==> config.mk <==
export PLATFORM = sky130hd
export DESIGN_NAME = fifo_ctrl_16x8
export DESIGN_NICKNAME = d
export VERILOG_FILES = /design/src/rtl/fifo_pkg.sv /design/src/rtl/fifo_ptr.sv /design/src/rtl/fifo_ctrl_16x8.sv
export SDC_FILE = /design/constraint.sdc
export NUM_CORES = 1
export LEC_CHECK = 0
export ABC_AREA = 1
export CAP_MARGIN = 40
export CORE_MARGIN = 4
export CORE_UTILIZATION = 25
export CTS_BUF_LIST = sky130_fd_sc_hd__clkbuf_2
export CTS_CLUSTER_DIAMETER = 60
export CTS_CLUSTER_SIZE = 16
export DETAILED_ROUTE_END_ITERATION = 10
export PLACE_DENSITY = 0.62
export SKIP_CTS_REPAIR_TIMING = 1
export SLEW_MARGIN = 20
export SYNTH_ARGS = -nofsm -noshare
export SYNTH_HDL_FRONTEND = slang
export SYNTH_SLANG_ARGS = --single-unit
==> constraint.sdc <==
create_clock -name clk -period 2.37 [get_ports clk]
set_clock_uncertainty 0.1 [all_clocks]
set_input_delay 0.474 -clock clk [delete_from_list [all_inputs] [get_ports clk]]
set_output_delay 0.474 -clock clk [all_outputs]
set_load 0.05 [all_outputs]
==> src/rtl/fifo_pkg.sv <==
`default_nettype none
// ============================================================================
//  Module      : fifo_pkg
//  Description : Shared sizing constants for the 16x8 FIFO controller slice.
//  Revision    : 1.0 - initial release
// ============================================================================
package fifo_pkg;

    localparam int FIFO_WIDTH    = 8;
    localparam int FIFO_DEPTH    = 16;
    localparam int FIFO_ADDR_BUS = 4;
    localparam int FIFO_AF_LEVEL = 12;

    // Pointers carry one extra wrap bit so full and empty can be told apart.
    localparam int PTR_W = FIFO_ADDR_BUS + 1;

endpackage : fifo_pkg
`default_nettype wire

==> src/rtl/fifo_ptr.sv <==
`default_nettype none
// ============================================================================
//  Module      : fifo_ptr
//  Description : Enabled wrap-around pointer counter with asynchronous
//                active-low reset. Wraps naturally from all-ones to zero.
//  Revision    : 1.0 - initial release
// ============================================================================
module fifo_ptr
    import fifo_pkg::*;
#(
    parameter int CNT_W = PTR_W
) (
    input  logic             clk,
    input  logic             rst,
    input  logic             en,
    output logic [CNT_W-1:0] ptr
);

    logic [CNT_W-1:0] ptr_d;
    logic [CNT_W-1:0] ptr_q;

    // Next pointer value: advance by one when enabled, modulo 2**CNT_W.
    always_comb begin
        ptr_d = ptr_q;
        if (en) begin
            ptr_d = ptr_q + CNT_W'(1);
        end
    end

    // Pointer register, cleared immediately on reset assertion.
    always_ff @(posedge clk or negedge rst) begin
        if (!rst) begin
            ptr_q <= '0;
        end else begin
            ptr_q <= ptr_d;
        end
    end

    assign ptr = ptr_q;

endmodule : fifo_ptr
`default_nettype wire

==> src/rtl/fifo_ctrl_16x8.sv <==
`default_nettype none
// ============================================================================
//  Module      : fifo_ctrl_16x8
//  Description : Synchronous FIFO controller sequencing a 16x8 dual-port RAM
//                with registered read. Generates RAM strobes/addresses,
//                occupancy, flags, read-valid and error pulses.
//  Revision    : 1.0 - initial release
// ============================================================================
module fifo_ctrl_16x8
    import fifo_pkg::*;
#(
    parameter int WIDTH    = FIFO_WIDTH,
    parameter int DEPTH    = FIFO_DEPTH,
    parameter int ADDR_BUS = FIFO_ADDR_BUS,
    parameter int AF_LEVEL = FIFO_AF_LEVEL
) (
    input  logic                clk,
    input  logic                rst,
    input  logic                push,
    input  logic                pop,
    input  logic [WIDTH-1:0]    din,
    output logic [WIDTH-1:0]    dout,
    output logic                dout_valid,
    output logic                full,
    output logic                empty,
    output logic                almost_full,
    output logic [ADDR_BUS:0]   count,
    output logic                overflow,
    output logic                underflow,
    output logic                ram_we,
    output logic                ram_re,
    output logic [ADDR_BUS-1:0] ram_wr_addr,
    output logic [ADDR_BUS-1:0] ram_rd_addr,
    output logic [WIDTH-1:0]    ram_din,
    input  logic [WIDTH-1:0]    ram_dout
);

    localparam int                CNT_W   = ADDR_BUS + 1;
    localparam logic [CNT_W-1:0] C_DEPTH = CNT_W'(DEPTH);
    localparam logic [CNT_W-1:0] C_AF    = CNT_W'(AF_LEVEL);

    logic [CNT_W-1:0] wr_ptr;
    logic [CNT_W-1:0] rd_ptr;
    logic             pop_acc;
    logic             push_acc;

    logic dout_valid_d, dout_valid_q;
    logic overflow_d,   overflow_q;
    logic underflow_d,  underflow_q;

    fifo_ptr #(.CNT_W(CNT_W)) u_wr_ptr (
        .clk (clk),
        .rst (rst),
        .en  (push_acc),
        .ptr (wr_ptr)
    );

    fifo_ptr #(.CNT_W(CNT_W)) u_rd_ptr (
        .clk (clk),
        .rst (rst),
        .en  (pop_acc),
        .ptr (rd_ptr)
    );

    // Occupancy, flags and request acceptance; a push into a full FIFO is
    // allowed only when a pop frees the head slot in the same cycle.
    always_comb begin
        count    = wr_ptr - rd_ptr;
        empty    = (count == '0);
        full     = (count == C_DEPTH);
        almost_full = (count >= C_AF);
        pop_acc  = pop & ~empty;
        push_acc = push & (~full | pop_acc);
        dout_valid_d = pop_acc;
        overflow_d   = push & ~push_acc;
        underflow_d  = pop & ~pop_acc;
    end

    // Read-valid and error pulse registers; reset discards any in-flight read.
    always_ff @(posedge clk or negedge rst) begin
        if (!rst) begin
            dout_valid_q <= 1'b0;
            overflow_q   <= 1'b0;
            underflow_q  <= 1'b0;
        end else begin
            dout_valid_q <= dout_valid_d;
            overflow_q   <= overflow_d;
            underflow_q  <= underflow_d;
        end
    end

    assign ram_we      = push_acc;
    assign ram_re      = pop_acc;
    assign ram_wr_addr = wr_ptr[ADDR_BUS-1:0];
    assign ram_rd_addr = rd_ptr[ADDR_BUS-1:0];
    assign ram_din     = din;
    assign dout        = ram_dout;
    assign dout_valid  = dout_valid_q;
    assign overflow    = overflow_q;
    assign underflow   = underflow_q;

endmodule : fifo_ctrl_16x8
`default_nettype wire

## After elaboration in Yosys (flattened, before gate mapping)

Index checks and enable logic that the tools add are counted.

| word-level totals | value |
|---|---|
| flip-flop bits (word level) | 13 |
| bits of input ports | 20 |

| operators by class | value |
|---|---|
| add/subtract/negate cells | 3 |
| $lt $le $gt $ge | 1 |
| equal/unequal tests | 1 |
| bitwise operators | 9 |
| reductions and logical operators | 1 |

Operators with widths:

| kind | count |
|---|---|
| 5-bit by 1-bit adder with 5-bit output, second input constant | 2 |
| 5-bit == test, second input constant | 1 |
| 5-bit by 4-bit greater-or-equal comparator with 1-bit output, second input constant | 1 |
| 5-bit logical NOT | 1 |
| 5-bit subtractor | 1 |
| 1-bit AND | 4 |
| 1-bit NOT | 4 |
| 1-bit OR | 1 |

## Depth between registers and ports, before layout

Gate-level depths: netlist of run 1.

| depth | value |
|---|---|
| depth after elaboration | 8 |
| gate-level depth with buffers | 13 |
| mapped depth without buffers | 13 |

## By module

Synthesis of run 1 repeated with hierarchy kept, for this count alone.

| second synthesis, totals | value |
|---|---|
| cell total of the unflattened synthesis | 124 |
| area total of the unflattened synthesis | 962.2 sq um |

By module, submodules not included:

| module | instances | cells each | area each (sq um) | seq. area each (sq um) |
|---|---|---|---|---|
| fifo_ctrl_16x8 | 1 | 70 | 491.7 | 75.1 |
| fifo_ptr | 2 | 27 | 235.2 | 125.1 |

## Worst setup path after synthesis of run 1

OpenSTA, ideal clock, no wires.

| timing | value |
|---|---|
| path type | register to output |
| start point | register u_wr_ptr.ptr_q[0], in the netlist u_wr_ptr.ptr[0] |
| end point | output port ram_we |
| data arrival time | 2.711 ns |
| required time | 1.796 ns |
| path slack | -0.915 ns |
| stages on the path, launching flop included | 9 |
| path buffers | 0 |
| path through | dfrtp_1 inv_1 ha_1 fa_1 xnor2_1 nor2_4 nand4_4 nand2_4 inv_1 |

| between the ends | value |
|---|---|
| longest elaborated chain between the ends | 6 |
| elaborated cells on any way between the ends | 8 |
| classes of those cells | add/sub (1); eq/ne (1); bitwise (5); reduce/logical (1) |

Ends and longest elaborated chain:

| item | RTL line | source |
|---|---|---|
| from (decl) | fifo_ptr.sv:20 | `logic [CNT_W-1:0] ptr_q;` |
| from (signal assigned) | fifo_ptr.sv:35 | `ptr_q <= ptr_d;` |
| 5-bit subtractor * | fifo_ctrl_16x8.sv:68 | `count = wr_ptr - rd_ptr;` |
| net count[2] | fifo_ctrl_16x8.sv:27 | `output logic [ADDR_BUS:0] count,` |
| 5-bit logical NOT | fifo_ctrl_16x8.sv:69 | `empty = (count == '0);` |
| 1-bit NOT | fifo_ctrl_16x8.sv:72 | `pop_acc = pop & ~empty;` |
| 1-bit AND | fifo_ctrl_16x8.sv:72 |  |
| 1-bit OR * | fifo_ctrl_16x8.sv:73 | `push_acc = push & (~full \| pop_acc);` |
| 1-bit AND * | fifo_ctrl_16x8.sv:73 |  |
| to (decl) | fifo_ctrl_16x8.sv:30 | `output logic ram_we,` |

Mark *: on every way through the listed nets, which the timed path passes. The rest lies on a longest branch.

## Final worst setup path of run 1

| timing | value |
|---|---|
| start point | register u_rd_ptr.ptr_q[0], in the netlist u_rd_ptr.ptr[0] |
| end point | output port ram_we |

| between the ends | value |
|---|---|
| longest elaborated chain between the ends | 6 |
| elaborated cells on any way between the ends | 8 |
| classes of those cells | add/sub (1); eq/ne (1); bitwise (5); reduce/logical (1) |

Ends and longest elaborated chain:

| item | RTL line |
|---|---|
| from (decl) | fifo_ptr.sv:20 |
| from (signal assigned) | fifo_ptr.sv:35 |
| 5-bit subtractor * | fifo_ctrl_16x8.sv:68 |
| 5-bit logical NOT | fifo_ctrl_16x8.sv:69 |
| 1-bit NOT | fifo_ctrl_16x8.sv:72 |
| 1-bit AND | fifo_ctrl_16x8.sv:72 |
| 1-bit OR * | fifo_ctrl_16x8.sv:73 |
| 1-bit AND * | fifo_ctrl_16x8.sv:73 |

Mark *: on every way between the ends. The rest lies on a longest branch, timed or not.

==> results of run 1 <==
-- placed cells by master, fill, tap and decap left out, drive strengths merged, types with 2 or more instances in the layout --
cell type / instances
nand3: 13
xnor2: 6
clkdlybuf4s50: 13
xor2: 2
clkinvlp: 2
clkbuf: 3
nand2: 45
inv: 19
nor2: 8
ha: 6
dfrtp: 13
buf: 34
-- cell type report --
cell class / count / area (um^2) / share of cell area
sequential: 13 / 327 / 0.199
clock buffer: 3 / 15.0 / 0.00914
multi-input combinational: 85 / 628 / 0.382
inverter: 21 / 93.8 / 0.0571
tap: 50 / 62.6 / 0.0381
timing repair buffer: 48 / 512 / 0.311
clock inverter: 1 / 5.00 / 0.00305
-- sequential cells by signal (all words and copies together) (netlist names) --
register / cells
u_rd_ptr.ptr: 5
u_wr_ptr.ptr: 5
dout_valid: 1
overflow: 1
underflow: 1
-- per-stage QoR --
stage                     cell area [um^2]  hold slack, ns  utilization
after global placement                1470           0.458        0.360
after floorplan                       1150          0.0784            -
final                                 1640           0.468        0.402
after CTS                             1490           0.472        0.365
after global routing                  1640           0.492        0.402
after detailed placement              1470           0.472        0.360
-- worst reg2reg max path, stage by stage (launching register included) --
cell and delay (ns):
sky130_fd_sc_hd__dfrtp_1 0.44, sky130_fd_sc_hd__ha_4 0.18, sky130_fd_sc_hd__fa_2 0.44, sky130_fd_sc_hd__nand3b_1 0.18
sky130_fd_sc_hd__nand2_1 0.10, sky130_fd_sc_hd__nand2_1 0.07, sky130_fd_sc_hd__nand2_2 0.08, sky130_fd_sc_hd__nand3_2 0.11
sky130_fd_sc_hd__nand2_4 0.11, sky130_fd_sc_hd__buf_4 0.11, sky130_fd_sc_hd__buf_4 0.13, sky130_fd_sc_hd__nand2_1 0.05
sky130_fd_sc_hd__o21ai_1 0.06
-- how the worst min path moves through the flow --
stage | start | end | cells past startpoint
after floorplan | rst | dout_valid$_DFF_PN0_ | 0
after global placement | u_rd_ptr.ptr[4]$_DFFE_PN0P_ | u_rd_ptr.ptr[4]$_DFFE_PN0P_ | 2
after detailed placement | u_rd_ptr.ptr[4]$_DFFE_PN0P_ | u_rd_ptr.ptr[4]$_DFFE_PN0P_ | 2
after CTS | rst | overflow$_DFF_PN0_ | 1
after global routing | rst | overflow$_DFF_PN0_ | 1
final | rst | overflow$_DFF_PN0_ | 1
-- logic make-up after synthesis --
logic type | share of synthesized area
AO/OA/AOI/OAI | 0.00924
XOR/XNOR | 0.0647
adder cells (fa/ha/maj) | 0.0879
buffers and inverters | 0.239
flip-flops | 0.301
AND/OR/NAND/NOR | 0.298
-- per-layer routing --
| layer | GRT usage | routed length, um | part of all wire |
|---|---|---|---|
| met2 | 0.140 | 1140 | 0.47 |
| met1 | 0.114 | 1130 | 0.47 |
| met3 | 0.0137 | 105 | 0.043 |
| met5 | 0 | 0 | 0 |
| met4 | 0.0503 | 34 | 0.014 |
==> results.rst, run 1 <==
.. list-table::
   :header-rows: 1

   * - Metric
     - Value
   * - Wire length per cell
     - 10.9 um
   * - Slowest-stage cell, CP
     - sky130_fd_sc_hd__dfrtp_1
   * - Final wirelength
     - 2.42 mm
   * - Setup repair after global routing missed its margin
     - true
   * - First-pass DRT Iterations
     - 4
   * - Number of hold violations in the final report
     - 0
   * - Number of warnings printed during yosys synthesis
     - 0
   * - Fraction of layout cells with a size suffix above 1
     - 0.427
   * - Relative slew margins
     - 0.584
   * - Capture instance of the worst register-to-register path
     - u_rd_ptr.ptr[2]$_DFFE_PN0P_
   * - Synth cell types
     - 19
   * - Die X
     - 73.8 um
   * - Detailed-route DRC error count
     - 0
   * - Count of buffers from port buffering
     - 24
   * - Antenna violations before repair
     - 0
   * - Minimum clock period after layout
     - 2.78 ns
   * - Clk Latency, worst-skew pair
     - 0.27 ns
   * - CTS H-tree lvls
     - 1
   * - CTS root buf
     - sky130_fd_sc_hd__clkbuf_2
   * - GRT Overall Usage
     - 0.0887
   * - Startpoint of the worst setup timing path
     - u_rd_ptr.ptr[0]$_DFFE_PN0P_
   * - Final period util
     - 1.17
   * - Worst reg2reg setup slack
     - 0.13 ns
   * - Worst-margin pin slew
     - 0.622 ns
   * - Total congestion overflow after global routing
     - 0
   * - Startpoint class of the critical path
     - flop
   * - Worst path setup slack after routing
     - -0.412 ns
   * - Logic depth of the worst path, buffers included
     - 10
   * - Drt initial violations
     - 8
   * - Last weighted congestion value of the routability-driven placer
     - 0.788
   * - Top-area cell type share of the netlist area
     - 0.301
   * - Crit-path cells
     - ha_4, fa_2, nand3b_1, nand2_1, nand2_2, nand2_4, nand4_4, nand2_4, clkinvlp_4, buf_8
   * - Number of nets with antenna violations after detailed routing
     - 0
   * - Floorplan row count
     - 23
   * - Final Setup Violations
     - 7
   * - Initial Util
     - 0.265
   * - Data required time of the critical path
     - 1.80 ns
   * - Crit-path most repeated cell
     - sky130_fd_sc_hd__nand2_4
   * - CTS tree
     - done
   * - Maximum clock frequency
     - 359 MHz
   * - Area of the placeable core
     - 4090 um^2
   * - Syn Nets
     - 170
   * - Mean area per synthesized cell
     - 7.57 um^2
   * - Largest net degree at the start of global routing
     - 14
   * - Count of flip-flops with a built-in enable after synthesis
     - 0
   * - Synth Instances
     - 143
   * - Clock tree buffer depth
     - 2
   * - Family with the most delay on the worst path
     - simple AND/OR/NAND/NOR gates
   * - Library cell with the highest instance count after synthesis
     - sky130_fd_sc_hd__nand2_1
   * - Fill cell count
     - 416
   * - Post-DR vias/cell
     - 4.06
   * - Die boundary height
     - 73.8 um
   * - CTS Buf Count
     - 3
   * - Hold Crit Class
     - input pin to async pin
   * - Final slew viol count
     - 0
   * - NumNets Final
     - 199
   * - Total buffers and inverters traversed by the critical path
     - 2
   * - Failing checks
     - negative setup slack
   * - Total Die Area
     - 5450 um^2
   * - Main area contributors after synthesis
     - sky130_fd_sc_hd__dfrtp_1 (30%), sky130_fd_sc_hd__buf_4 (17%), sky130_fd_sc_hd__nand2_1 (15%), sky130_fd_sc_hd__ha_1 (6.9%), sky130_fd_sc_hd__inv_1 (6.9%)
   * - Setup_tns
     - -1.91 ns
   * - Number of cells after detailed placement
     - 211
   * - Count of boundary I/O pins
     - 57
   * - Critical Path AT
     - 2.21 ns
   * - Reg-to-Reg Start
     - u_rd_ptr.ptr[0]$_DFFE_PN0P_
   * - Sequential element share of the synthesized area
     - 0.301
   * - Layout Area Growth over Synthesis
     - 51.8%
   * - Count of clock tree sinks
     - 13
   * - Total vias in the final route
     - 897
   * - Async set-reset flop share out of synthesis
     - 1.00
   * - Leading cell types by count after synthesis
     - sky130_fd_sc_hd__nand2_1 (42), sky130_fd_sc_hd__buf_4 (24), sky130_fd_sc_hd__inv_1 (20), sky130_fd_sc_hd__dfrtp_1 (13), sky130_fd_sc_hd__nand3_1 (12)
   * - First-pass GRT wire length
     - 3.77 mm
   * - Synth area leader
     - sky130_fd_sc_hd__dfrtp_1
   * - CP peak stage delay
     - 0.44 ns
   * - End point of the critical path
     - ram_we
   * - Worst setup slack before clock tree synthesis
     - -0.0657 ns
   * - Placed wire-length estimate
     - 1.91 mm
   * - Summed instance area of the synthesized netlist
     - 1080 um^2
   * - Cell Count, Final, Fillers Out
     - 221
   * - Reg2reg path depth
     - 12
   * - Largest driver fanout on the critical path
     - 3
   * - Clk slew on worst S/H paths
     - 0.14 ns
   * - Number of maximum-capacitance constraint violations
     - 0
   * - Register bit count reported by yosys
     - 13
   * - Critical Path Sink Type
     - output port
   * - Post-synth top flop
     - sky130_fd_sc_hd__dfrtp_1
   * - Setup CP Type
     - flop to output port
   * - Outcome
     - finished with violations
   * - Inserted Diodes
     - 0
   * - Vias in the first global route
     - 844
Power of run 1 is left out: the tool's default activity adds up to more than one toggle a clock period on the data nets, which glitch-free logic cannot reach.
==> run 2: changes to the inputs <==
--- a/config.mk
+++ b/config.mk
@@ -8,12 +8,12 @@
 export ABC_AREA = 1
 export CAP_MARGIN = 40
 export CORE_MARGIN = 4
-export CORE_UTILIZATION = 25
+export CORE_UTILIZATION = 34
 export CTS_BUF_LIST = sky130_fd_sc_hd__clkbuf_2
 export CTS_CLUSTER_DIAMETER = 60
 export CTS_CLUSTER_SIZE = 16
 export DETAILED_ROUTE_END_ITERATION = 10
-export PLACE_DENSITY = 0.62
+export PLACE_DENSITY = 0.79
 export SKIP_CTS_REPAIR_TIMING = 1
 export SLEW_MARGIN = 20
 export SYNTH_ARGS = -nofsm -noshare
==> run 2 against run 1 <==
Compared with the run above: worst setup slack improved by 0.0083 ns; the run still ends with negative setup slack left; critical path depth fell by 1; first-iteration DRC count rose to 3.4 times the previous value; sequential share of layout area rose by 0.63 points; cell area fell by 3.4%; highest routed layer unchanged.
==> results.rst, run 2 (synthesis gave the netlist of run 1 again) <==
.. list-table::
   :header-rows: 1

   * - Metric
     - Value
   * - Outcome
     - finished with violations
   * - Failing checks
     - negative setup slack
   * - Worst path setup slack after routing
     - -0.403 ns
   * - Setup repair after global routing missed its margin
     - true
   * - Largest driver fanout on the critical path
     - 3
   * - Fin util
     - 0.520
   * - Count of clock tree sinks
     - 13
   * - Reg-to-Reg Start
     - u_wr_ptr.ptr[0]$_DFFE_PN0P_
   * - Critical Path AT
     - 2.20 ns
   * - Count of boundary I/O pins
     - 57
   * - Hold Crit Class
     - input pin to async pin
   * - CTS tree
     - done
   * - NumNets Final
     - 196
   * - Count of buffers from port buffering
     - 24
   * - GRT Overall Usage
     - 0.118
   * - Vias in the first global route
     - 893
   * - Final wirelength
     - 2.37 mm
   * - Final period util
     - 1.17
   * - Startpoint class of the critical path
     - flop
   * - Last weighted congestion value of the routability-driven placer
     - 0.773
   * - Initial Util
     - 0.355
   * - Relative slew margins
     - 0.610
   * - Top library cells by usage in the layout, fill and taps aside
     - sky130_fd_sc_hd__nand2_1 (35), sky130_fd_sc_hd__buf_4 (19), sky130_fd_sc_hd__inv_1 (17), sky130_fd_sc_hd__clkdlybuf4s50_1 (14), sky130_fd_sc_hd__dfrtp_1 (13)
   * - Total vias in the final route
     - 923
   * - Number of maximum-capacitance constraint violations
     - 0
   * - Maximum clock frequency
     - 361 MHz
   * - Reg2reg path depth
     - 10
   * - Cell Count, Final, Fillers Out
     - 212
   * - Clk slew on worst S/H paths
     - 0.14 ns
   * - Clk Latency, worst-skew pair
     - 0.29 ns
   * - Number of hold violations in the final report
     - 0
   * - Total congestion overflow after global routing
     - 0
   * - Clock tree buffer depth
     - 2
   * - Fraction of layout cells with a size suffix above 1
     - 0.357
   * - Most common library cell in the layout ignoring fill and taps
     - sky130_fd_sc_hd__nand2_1
   * - Wire length per cell
     - 11.2 um
   * - Final slew viol count
     - 0
   * - Inserted Diodes
     - 0
   * - Worst-margin pin slew
     - 0.583 ns
   * - Setup_tns
     - -2.13 ns
   * - Number of cells after detailed placement
     - 204
   * - Area of the placeable core
     - 3050 um^2
   * - Minimum clock period after layout
     - 2.77 ns
   * - Number of nets with antenna violations after detailed routing
     - 0
   * - Layout Area Growth over Synthesis
     - 46.6%
   * - Floorplan row count
     - 20
   * - Antenna violations before repair
     - 0
   * - Data required time of the critical path
     - 1.80 ns
   * - CTS H-tree lvls
     - 1
   * - Placed wire-length estimate
     - 1.91 mm
   * - Die X
     - 64.4 um
   * - Capture instance of the worst register-to-register path
     - u_wr_ptr.ptr[0]$_DFFE_PN0P_
   * - Detailed-route DRC error count
     - 0
   * - Die boundary height
     - 64.4 um
   * - CTS root buf
     - sky130_fd_sc_hd__clkbuf_2
   * - Total Die Area
     - 4150 um^2
   * - Setup CP Type
     - flop to output port
   * - Final Setup Violations
     - 8
   * - First-pass DRT Iterations
     - 4
   * - Critical Path Sink Type
     - output port
   * - CTS Buf Count
     - 3
   * - First-pass GRT wire length
     - 3.82 mm
   * - Largest net degree at the start of global routing
     - 14
   * - Post-DR vias/cell
     - 4.35
   * - Worst reg2reg setup slack
     - 0.16 ns
   * - Drt initial violations
     - 27
==> run 2: cell types whose count changed in the layout (fill, tap and decap cells not counted), moves of 2 or more <==
cell                      previous run  this run
sky130_fd_sc_hd__ha_1                2         4
sky130_fd_sc_hd__buf_4              21        19
sky130_fd_sc_hd__nand3_2             4         0
sky130_fd_sc_hd__inv_1              13        17
sky130_fd_sc_hd__nand3_1             9        12
sky130_fd_sc_hd__inv_2               5         1
sky130_fd_sc_hd__buf_6               5         3
==> run 2: how the worst max path moves through the flow <==
stage	startpoint	endpoint	cells after the start	slack, ns
final	u_wr_ptr.ptr[0]$_DFFE_PN0P_	ram_we	9	-0.40
after CTS	u_wr_ptr.ptr[0]$_DFFE_PN0P_	ram_we	11	-0.41
after detailed placement	u_wr_ptr.ptr[0]$_DFFE_PN0P_	ram_we	9	-0.08
after floorplan	u_wr_ptr.ptr[0]$_DFFE_PN0P_	ram_we	10	-0.25
after global placement	u_wr_ptr.ptr[0]$_DFFE_PN0P_	ram_we	11	-0.01
after global routing	u_wr_ptr.ptr[0]$_DFFE_PN0P_	ram_we	11	-0.50
==> run 2: metrics by stage <==
step / worst slack (ns) / hold WS [ns] / cell area [um^2]
after floorplan: -0.249 / 0.0784 / 1150
after global placement: -0.0124 / 0.465 / 1460
after detailed placement: -0.0771 / 0.474 / 1460
after CTS: -0.406 / 0.449 / 1480
after global routing: -0.504 / 0.474 / 1590
final: -0.403 / 0.435 / 1590
==> run 2: worst max-delay path, cell delays in order (launching register included) <==
cell	delay, ns
sky130_fd_sc_hd__dfrtp_1	0.39
sky130_fd_sc_hd__inv_2	0.06
sky130_fd_sc_hd__ha_4	0.16
sky130_fd_sc_hd__fa_2	0.45
sky130_fd_sc_hd__xnor2_4	0.19
sky130_fd_sc_hd__nor2_4	0.19
sky130_fd_sc_hd__nand4_4	0.14
sky130_fd_sc_hd__nand2_4	0.10
sky130_fd_sc_hd__clkinvlp_4	0.08
sky130_fd_sc_hd__buf_8	0.15
==> run 2: layout make-up <==
class                   instances  area, um^2
inverters                      21        93.8
flip-flops and latches         13         325
repair buffers                 45         487
clock buffers                   4        20.0
well taps                      44        55.1
multi-input cells              85         606
fillers                       282        1470
==> run 2: per-layer routing <==
| layer | track usage | part of all wire | vias to the layer above |
|---|---|---|---|
| li1 | - | - | 463 |
| met1 | 0.140 | 0.44 | 430 |
| met2 | 0.197 | 0.49 | 24 |
| met3 | 0.0139 | 0.046 | 6 |
| met4 | 0.0844 | 0.024 | 0 |
| met5 | 0 | 0 | - |
Power of run 2 is left out for the same reason.
